===== src/rtl/mux2_arbiter_if.sv =====
// Handshake and data bundle between two requesters and the mux2_arbiter.
// The master side drives requests and data; the slave side is the arbiter.
interface mux2_arbiter_if #(
    parameter int WIDTH = 1
);
    logic             req_a;
    logic             req_b;
    logic [WIDTH-1:0] a;
    logic [WIDTH-1:0] b;
    logic             gnt_a;
    logic             gnt_b;
    logic             s;
    logic [WIDTH-1:0] y;
    logic             y_valid;

    modport master (
        output req_a, req_b, a, b,
        input  gnt_a, gnt_b, s, y, y_valid
    );

    modport slave (
        input  req_a, req_b, a, b,
        output gnt_a, gnt_b, s, y, y_valid
    );
endinterface


===== src/rtl/mux2_arbiter.sv =====
// Two-requester round-robin arbiter with bounded bursts, driving a registered 2:1 mux.
// Grant/select come from the FSM register; data appears one cycle after a grant cycle.
module mux2_arbiter #(
    parameter int WIDTH     = 1,
    parameter int MAX_BURST = 4
) (
    input  logic           clk,
    input  logic           rst,
    mux2_arbiter_if.slave  bus
);

    localparam int CNT_W = (MAX_BURST > 1) ? $clog2(MAX_BURST) : 1;
    localparam logic [CNT_W-1:0] CNT_SAT = CNT_W'(MAX_BURST - 1);

    typedef enum logic [1:0] {
        IDLE  = 2'd0,
        OWN_A = 2'd1,
        OWN_B = 2'd2
    } state_t;

    state_t           state_q;
    state_t           state_d;
    logic [CNT_W-1:0] cnt_q;
    logic [CNT_W-1:0] cnt_d;
    logic             last_b_q;
    logic             last_b_d;
    logic             s_q;
    logic             s_d;
    logic             grant_any;
    logic [WIDTH-1:0] y_p1;
    logic             vld_p1;

    // last_b_q resets to 1 so that a simultaneous first request goes to A
    always_ff @(posedge clk or posedge rst) begin
        if (rst) begin
            state_q  <= IDLE;
            cnt_q    <= '0;
            last_b_q <= 1'b1;
            s_q      <= 1'b0;
        end else begin
            state_q  <= state_d;
            cnt_q    <= cnt_d;
            last_b_q <= last_b_d;
            s_q      <= s_d;
        end
    end

    always_comb begin
        state_d  = state_q;
        cnt_d    = cnt_q;
        last_b_d = last_b_q;
        s_d      = s_q;

        case (state_q)
            IDLE: begin
                if (bus.req_a && bus.req_b) begin
                    state_d = last_b_q ? OWN_A : OWN_B;
                end else if (bus.req_a) begin
                    state_d = OWN_A;
                end else if (bus.req_b) begin
                    state_d = OWN_B;
                end
            end
            OWN_A: begin
                if (!bus.req_a) begin
                    state_d = bus.req_b ? OWN_B : IDLE;
                end else if (bus.req_b && (cnt_q == CNT_SAT)) begin
                    state_d = OWN_B;
                end
            end
            OWN_B: begin
                if (!bus.req_b) begin
                    state_d = bus.req_a ? OWN_A : IDLE;
                end else if (bus.req_a && (cnt_q == CNT_SAT)) begin
                    state_d = OWN_A;
                end
            end
            default: state_d = IDLE;
        endcase

        // Entering an owner state restarts the burst; staying counts up to saturation
        if ((state_d != IDLE) && (state_d != state_q)) begin
            cnt_d    = '0;
            last_b_d = (state_d == OWN_B);
            s_d      = (state_d == OWN_B);
        end else if ((state_d != IDLE) && (cnt_q != CNT_SAT)) begin
            cnt_d = cnt_q + 1'b1;
        end
    end

    assign grant_any = (state_q == OWN_A) || (state_q == OWN_B);

    // Data stage p1: sample the granted requester one cycle behind the grant
    always_ff @(posedge clk or posedge rst) begin
        if (rst) begin
            vld_p1 <= 1'b0;
            y_p1   <= '0;
        end else begin
            vld_p1 <= grant_any;
            if (grant_any) begin
                y_p1 <= s_q ? bus.b : bus.a;
            end
        end
    end

    assign bus.gnt_a   = (state_q == OWN_A);
    assign bus.gnt_b   = (state_q == OWN_B);
    assign bus.s       = s_q;
    assign bus.y       = y_p1;
    assign bus.y_valid = vld_p1;

`ifndef SYNTHESIS
    a_grant_excl: assert property (@(posedge clk) disable iff (rst)
        !(bus.gnt_a && bus.gnt_b));
    a_sel_a: assert property (@(posedge clk) disable iff (rst)
        bus.gnt_a |-> !bus.s);
    a_sel_b: assert property (@(posedge clk) disable iff (rst)
        bus.gnt_b |-> bus.s);
`endif

endmodule


===== src/flat_wrapper.sv =====
// flat-port wrapper written by rule: the top's interface ports become plain ports
module mux2_arbiter_flat 
#(
    parameter int WIDTH     = 1,
    parameter int MAX_BURST = 4
)
  (clk, rst, bus_req_a, bus_req_b, bus_a, bus_b, bus_gnt_a, bus_gnt_b, bus_s, bus_y, bus_y_valid);
  mux2_arbiter_if #(.WIDTH(WIDTH)) bus_i ();
  input  logic clk;
  input  logic rst;
  input wire logic [$bits(bus_i.req_a)-1:0] bus_req_a;
  input wire logic [$bits(bus_i.req_b)-1:0] bus_req_b;
  input wire logic [$bits(bus_i.a)-1:0] bus_a;
  input wire logic [$bits(bus_i.b)-1:0] bus_b;
  output wire logic [$bits(bus_i.gnt_a)-1:0] bus_gnt_a;
  output wire logic [$bits(bus_i.gnt_b)-1:0] bus_gnt_b;
  output wire logic [$bits(bus_i.s)-1:0] bus_s;
  output wire logic [$bits(bus_i.y)-1:0] bus_y;
  output wire logic [$bits(bus_i.y_valid)-1:0] bus_y_valid;
  assign bus_i.req_a = bus_req_a;
  assign bus_i.req_b = bus_req_b;
  assign bus_i.a = bus_a;
  assign bus_i.b = bus_b;
  assign bus_gnt_a = bus_i.gnt_a;
  assign bus_gnt_b = bus_i.gnt_b;
  assign bus_s = bus_i.s;
  assign bus_y = bus_i.y;
  assign bus_y_valid = bus_i.y_valid;
  mux2_arbiter #(.WIDTH(WIDTH), .MAX_BURST(MAX_BURST)) u_core (.clk(clk), .rst(rst), .bus(bus_i));
endmodule

===== config.mk =====
export PLATFORM = sky130hd
export DESIGN_NAME = mux2_arbiter_flat
export DESIGN_NICKNAME = d
export VERILOG_FILES = /design/src/rtl/mux2_arbiter_if.sv /design/src/rtl/mux2_arbiter.sv /design/src/flat_wrapper.sv
export SDC_FILE = /design/constraint.sdc
export NUM_CORES = 1
export LEC_CHECK = 0
export BUFFER_PORTS_ARGS = -buffer_cell sky130_fd_sc_hd__buf_2
export CORE_MARGIN = 1
export CORE_UTILIZATION = 45
export CTS_BUF_LIST = sky130_fd_sc_hd__clkbuf_4 sky130_fd_sc_hd__clkbuf_8 sky130_fd_sc_hd__clkbuf_16
export DETAILED_ROUTE_END_ITERATION = 10
export MAX_ROUTING_LAYER = met4
export PLACE_DENSITY = 0.66
export SETUP_SLACK_MARGIN = 0.1
export SYNTH_ARGS = -nofsm -noshare
export SYNTH_HDL_FRONTEND = slang
export SYNTH_SLANG_ARGS = --single-unit

===== constraint.sdc =====
create_clock -name clk -period 4.9 [get_ports clk]
set_input_delay 0.98 -clock clk [delete_from_list [all_inputs] [get_ports clk]]
set_output_delay 0.98 -clock clk [all_outputs]
set_load 0.005 [all_outputs]

==> reports/qor.csv, run 1 <==
stage;metric;value;unit
synth;syn nets;83;
critical_path;Reg-to-Reg End;u_core.cnt_q[1];
critical_path;slowest cell on the critical path;dfrtp_1;
global_route;GRT overflow;0;
critical_path;worst-path fanout max;7;
hold_path;Hold Crit Class;flop to flop;
route;First DRT Iteration DRCs;17;
timing;f_max;421;MHz
global_route;pin count of the biggest net entering global routing;12;
die;Starting Density;49.6;%
die;num ports;11;
critical_path;Critical Path Sink Type;output pin;
synth;Yosys reg bits;8;
final_layout;commonest cells after routing, fill and taps aside;buf_2 (10), inv_1 (8), dfrtp_1 (7), nand2_1 (6), ha_1 (5);
final_layout;Layout fillers;121;
final_layout;multi-input combinational cell area;418;sq um
timing;slew at the pin closest to its max-slew limit;497;ps
cts;Inserted Clock Buffers;3;
critical_path;CP Buf/Inv Count;2;
synth;syn avg cell area;9.30;sq um
die;Die Y;40.6;um
critical_path;worst path required time;3920;ps
route;# DRC;0;
cts;clk_lat worst skew;260;ps
power;Worst VDD drop;0.000326;V
route;Via Count;592;
final_layout;fin nets;96;
cts;CTS tree;built;
timing;Slew HR;66.0;%
route;WL final;1300;um
cts;hold-fix buffer count after cts;0;
synth;ys flop type;dfrtp_1;
timing;Fin Setup TNS;0;ps
critical_path;CP Capture Point;bus_gnt_a;
placement;Port Buf Inserts;10;
route;number of vias per cell;5.98;
timing;Setup Skew;5.45;ps
timing;Final Hold Fails;0;
route;drt first pass iters;4;
timing;Final Cycle Share;48.5;%
critical_path;cell family with most CP delay;flip-flops;
synth;Post-Syn Area;669;sq um
final_layout;Register Area;201;sq um
final_layout;Area Overhead vs Synth;12.3;%
die;overall die width;40.6;um
critical_path;worst setup path category;flop to output pin;
final_layout;diode count;0;
placement;HPWL after DPL;1010;um
power;leak pwr;0.334;nW
final_layout;cell area after layout;752;sq um
synth;Yosys warnings;0;
global_route;initial antenna violation count;0;
power;PwrDens;631;nW/um^2
global_route;first-pass GRT wire length;2040;um
cts;CTS sink count;8;
critical_path;flop2flop setup slack;2630;ps
timing;final max-slew violation count;0;
timing;RSZ-0062 raised after global routing;no;
cts;htree depth;1;
synth;count of different cell masters after synthesis;36;
synth;synthesized netlist cell count;72;
cts;clk slew on worst S/H paths;60;ps
final_layout;layout cell share with drive strength beyond 1;28.6;%
synth;Seq/Total Area, Yosys;30.1;%
critical_path;depth of the most critical reg-to-reg path;6;
placement;Placed Area;722;sq um
cts;Clock Tree Buf Depth;2;
critical_path;Reg-to-Reg Start;u_core.state_q[1];
cts;post-CTS sizing;0;
flow_run;max_cap viols;0;
final_layout;most common library cell in the layout ignoring fill and taps;buf_2;
run_status;status;complete, no violations;
timing;Tmin final;2380;ps
global_route;gr usage total;19.9;%
critical_path;worst path arrival time;1400;ps
cts;root buf cell;clkbuf_4;
synth;Post-synth ARST share;100;%
timing;final setup fails;0;
cts;Post-CTS Setup Repair Bufs;0;
placement;Final GP Congestion;0.873;
critical_path;critical path launch point type;flop;
die;die area;1650;sq um
route;drt wl/cell;13.1;um
die;Core Area;1350;sq um
critical_path;crit path from;u_core.state_q[1];
route;Final ANT Viol Nets;0;
critical_path;Crit path depth;3;
synth;EDFF count, synth;0;
critical_path;max incr delay on CP;450;ps
global_route;vias in the first global route;497;
critical_path;worst-path cell chain;inv_1 -> ha_1 -> buf_2;
die;site row count;13;
==> tightest hold or removal path: cells and delay by family, from the launching register on <==
family           cells  cell delay, ps
AO/OA/AOI/OAI        1             100
AND/OR/NAND/NOR      1              50
flip-flops           1             340
==> report_power, final <==
group	switching (mW)	leakage (nW)	total, mW	internal [mW]
logic	0.148	0.219	0.279	0.131
clock network	0.0230	0.0184	0.0597	0.0367
registers	0.0339	0.0966	0.136	0.102
total	0.205	0.334	0.474	0.269
==> layout make-up <==
class                   instances  area share [%]
multi-input cells              53            55.6
clock buffers                   4            3.99
flip-flops and latches          8            26.8
repair buffers                 10            6.66
well taps                      15            2.50
inverters                       9            4.49
==> state kept, by name (all words and copies together), names as in the netlist <==
name and count:
u_core.cnt_q 2, u_core.state_q 2, u_core.bus.s 1, u_core.bus.y 1, u_core.bus.y_valid 1, u_core.last_b_q 1
==> cells in the mapped netlist, types with 2 or more instances <==
cell type,instances,area [sq um]
a21oi_1,2,10.0
nand3_1,2,10.0
mux2i_1,2,20.0
inv_1,8,30.0
o41ai_1,3,26.3
a32oi_1,2,17.5
dfrtp_1,7,175
o211ai_1,4,30.0
a2111oi_0,3,26.3
nand2_1,6,22.5
nor2_1,2,7.51
o21ai_0,2,10.0
a311oi_1,2,17.5
ha_1,5,62.6
==> through the flow <==
step / std cells / power [mW] / utilization (%) / hold slack, ps / setup WS (ps)
global route: 99 / 0.521 / 55.7 / 572 / 2410
finish: 99 / 0.474 / 55.7 / 523 / 2520
floorplan: 72 / 0.354 / - / 514 / 2760
CTS: 99 / 0.478 / 55.7 / 529 / 2530
global placement: 95 / 0.417 / 53.5 / 510 / 2400
detailed placement: 95 / 0.415 / 53.5 / 513 / 2390
==> kinds of logic after synthesis <==
group,share of synthesized area [%]
buffers and inverters,7.48
and+or+nand+nor,16.5
DFF,30.1
muxes,2.99
AOI/OAI and AO/OA,33.6
adders and majority gates,9.35
==> how the worst min path moves through the flow <==
stage                    startpoint               to  slack (ps)  depth (start not counted)
CTS                    u_core.bus.y     u_core.bus.y         530                          2
floorplan           u_core.last_b_q  u_core.last_b_q         510                          2
finish                 u_core.bus.y     u_core.bus.y         520                          2
global route           u_core.bus.y     u_core.bus.y         570                          2
global placement       u_core.bus.y     u_core.bus.y         510                          2
detailed placement     u_core.bus.y     u_core.bus.y         510                          2
==> layer usage <==
metal,vias to the layer above,GRT usage [%],share of wire (%)
li1,303,-,-
met1,261,23.4,49
met2,23,31.0,43
met3,5,3.33,5.6
met4,0,13.3,2.7
met5,-,-,0
No activity file was read; power rests on OpenSTA's default activity.
==> run 2, diff against run 1 <==
- clock period: 4.9 -> 2.4 ns (I/O delays scaled with it)
==> run 2 against run 1 <==
Die area is the same. Non-clock buffer count grew 2. Clock power grew 110%. Via count grew 7.9%. Cell area grew 5.5%.
==> reports/qor.csv, run 2 (synthesis results as in run 1) <==
stage;metric;value;unit
run_status;status;complete, no violations;
route;Final ANT Viol Nets;0;
timing;slack of the critical path;289;ps
timing;RSZ-0062 raised after global routing;no;
critical_path;max incr delay on CP;480;ps
global_route;vias in the first global route;558;
critical_path;worst-path fanout max;11;
power;Int Pwr;0.587;mW
final_layout;commonest cells after routing, fill and taps aside;buf_2 (10), inv_1 (8), nand2_1 (6), dfrtp_1 (6), ha_1 (5);
timing;Setup Skew;6.85;ps
critical_path;slowest cell on the critical path;dfrtp_2;
critical_path;worst-path cell chain;inv_1 -> ha_1 -> a21oi_1 -> a311oi_4 -> or3_2 -> o211ai_1 -> a311oi_1;
hold_path;Hold Crit Class;input port to async pin;
timing;final max-slew violation count;0;
final_layout;diode count;0;
critical_path;depth of the most critical reg-to-reg path;7;
cts;root buf cell;clkbuf_4;
flow_run;max_cap viols;0;
final_layout;Area Overhead vs Synth;18.5;%
final_layout;top flop regs;u_core.cnt_q (2), u_core.state_q (2);
final_layout;layout cell share with drive strength beyond 1;32.6;%
power;sw power;0.461;mW
route;# DRC;0;
global_route;first-pass GRT wire length;2430;um
cts;clk slew on worst S/H paths;70;ps
critical_path;worst setup path category;flop to flop;
timing;Final Cycle Share;88.0;%
timing;Final Hold Fails;0;
global_route;GR Util met3;5.00;%
critical_path;worst path required time;2560;ps
power;Flop pwr share;25.9;%
final_layout;fin nets;98;
cts;clk_lat worst skew;260;ps
power;Clock power frac;12.1;%
die;Die Y;40.6;um
final_layout;final design utilization;58.8;%
timing;Fin Setup TNS;0;ps
route;drt first pass iters;4;
die;Starting Density;49.6;%
critical_path;Critical Path Sink Type;flop;
global_route;met2 global-route usage;33.3;%
power;leak pwr;0.349;nW
global_route;grt peak-use layer;met2;
die;num ports;11;
timing;f_max;474;MHz
timing;Slew HR;69.8;%
timing;final setup fails;0;
final_layout;most common library cell in the layout ignoring fill and taps;buf_2;
critical_path;Crit path depth;7;
critical_path;cell family with most CP delay;compound AO/OA/AOI/OAI gates;
power;PwrDens;1320;nW/um^2
placement;Placed Area;737;sq um
critical_path;critical path launch point type;flop;
global_route;gr usage total;23.6;%
route;drt wl/cell;15.9;um
critical_path;CP Buf/Inv Count;1;
route;WL final;1610;um
global_route;initial antenna violation count;0;
cts;CTS tree;built;
cts;Clock Tree Buf Depth;2;
placement;Port Buf Inserts;10;
cts;hold-fix buffer count after cts;0;
placement;Final GP Congestion;0.809;
global_route;M1 GR Usage;31.6;%
die;Core Area;1350;sq um
route;number of vias per cell;6.33;
power;Worst VDD drop;0.000604;V
cts;htree depth;1;
critical_path;worst path arrival time;2270;ps
placement;HPWL after DPL;1180;um
placement;Setup WS pre-CTS;95.0;ps
power;Switching Fraction;44.0;%
timing;Tmin final;2110;ps
timing;WHS;163;ps
timing;slew at the pin closest to its max-slew limit;453;ps
global_route;pin count of the biggest net entering global routing;12;
cts;Post-CTS Setup Repair Bufs;0;
die;site row count;13;
final_layout;cell area after layout;793;sq um
cts;CTS sink count;8;
die;overall die width;40.6;um
cts;Inserted Clock Buffers;3;
global_route;GRT overflow;0;
route;First DRT Iteration DRCs;26;
power;Comb power frac;61.9;%
route;Via Count;639;
die;die area;1650;sq um
-- run 2: power by group through the flow --
stage                     clock network (mW)  logic [mW]  registers, mW
after floorplan                            0       0.465          0.259
after global placement                     0       0.604          0.269
after detailed placement                   0       0.612          0.270
after CTS                              0.132       0.623          0.268
after global routing                   0.137       0.725          0.283
final                                  0.127       0.649          0.272
-- run 2: layout make-up --
class                           count  area, sq um
Clock buffer                        4         30.0
Fill cell                         124          557
Inverter                            9         33.8
Multi-Input combinational cell     53          443
Sequential cell                     8          203
Tap cell                           15         18.8
Timing Repair Buffer               12         65.1
-- run 2: worst paths after layout --
check	slack, ps	end	startpoint
min	160	u_core.bus.y_valid	rst
max	290	u_core.cnt_q[0]	u_core.state_q[0]
max reg2reg	290	u_core.cnt_q[0]	u_core.state_q[0]
max in group asynchronous	1940	u_core.last_b_q	rst
min in group clk	520	u_core.bus.y	bus_a
min reg2reg	530	u_core.bus.y	u_core.bus.y
-- run 2: repair_timing --
item / CTS / global route
setup endpoints to repair: 1 / 2
gates resized for setup: 1 / 3
pin swaps: 0 / 1
-- run 2: through the flow --
| stage | cells | power [mW] |
|---|---|---|
| 2_1_floorplan | 72 | 0.724 |
| 3_3_place_gp | 97 | 0.873 |
| 3_5_place_dp | 97 | 0.882 |
| 4_1_cts | 101 | 1.02 |
| 5_1_grt | 101 | 1.14 |
| 6_report | 101 | 1.05 |
-- run 2: metal layers --
metal / up-vias / wire length (um) / share of wire [%]
li1: 306 / - / -
met1: 312 / 807 / 50
met5: - / 0 / 0
met3: 0 / 57 / 3.5
met4: 0 / 0 / 0
met2: 21 / 742 / 46
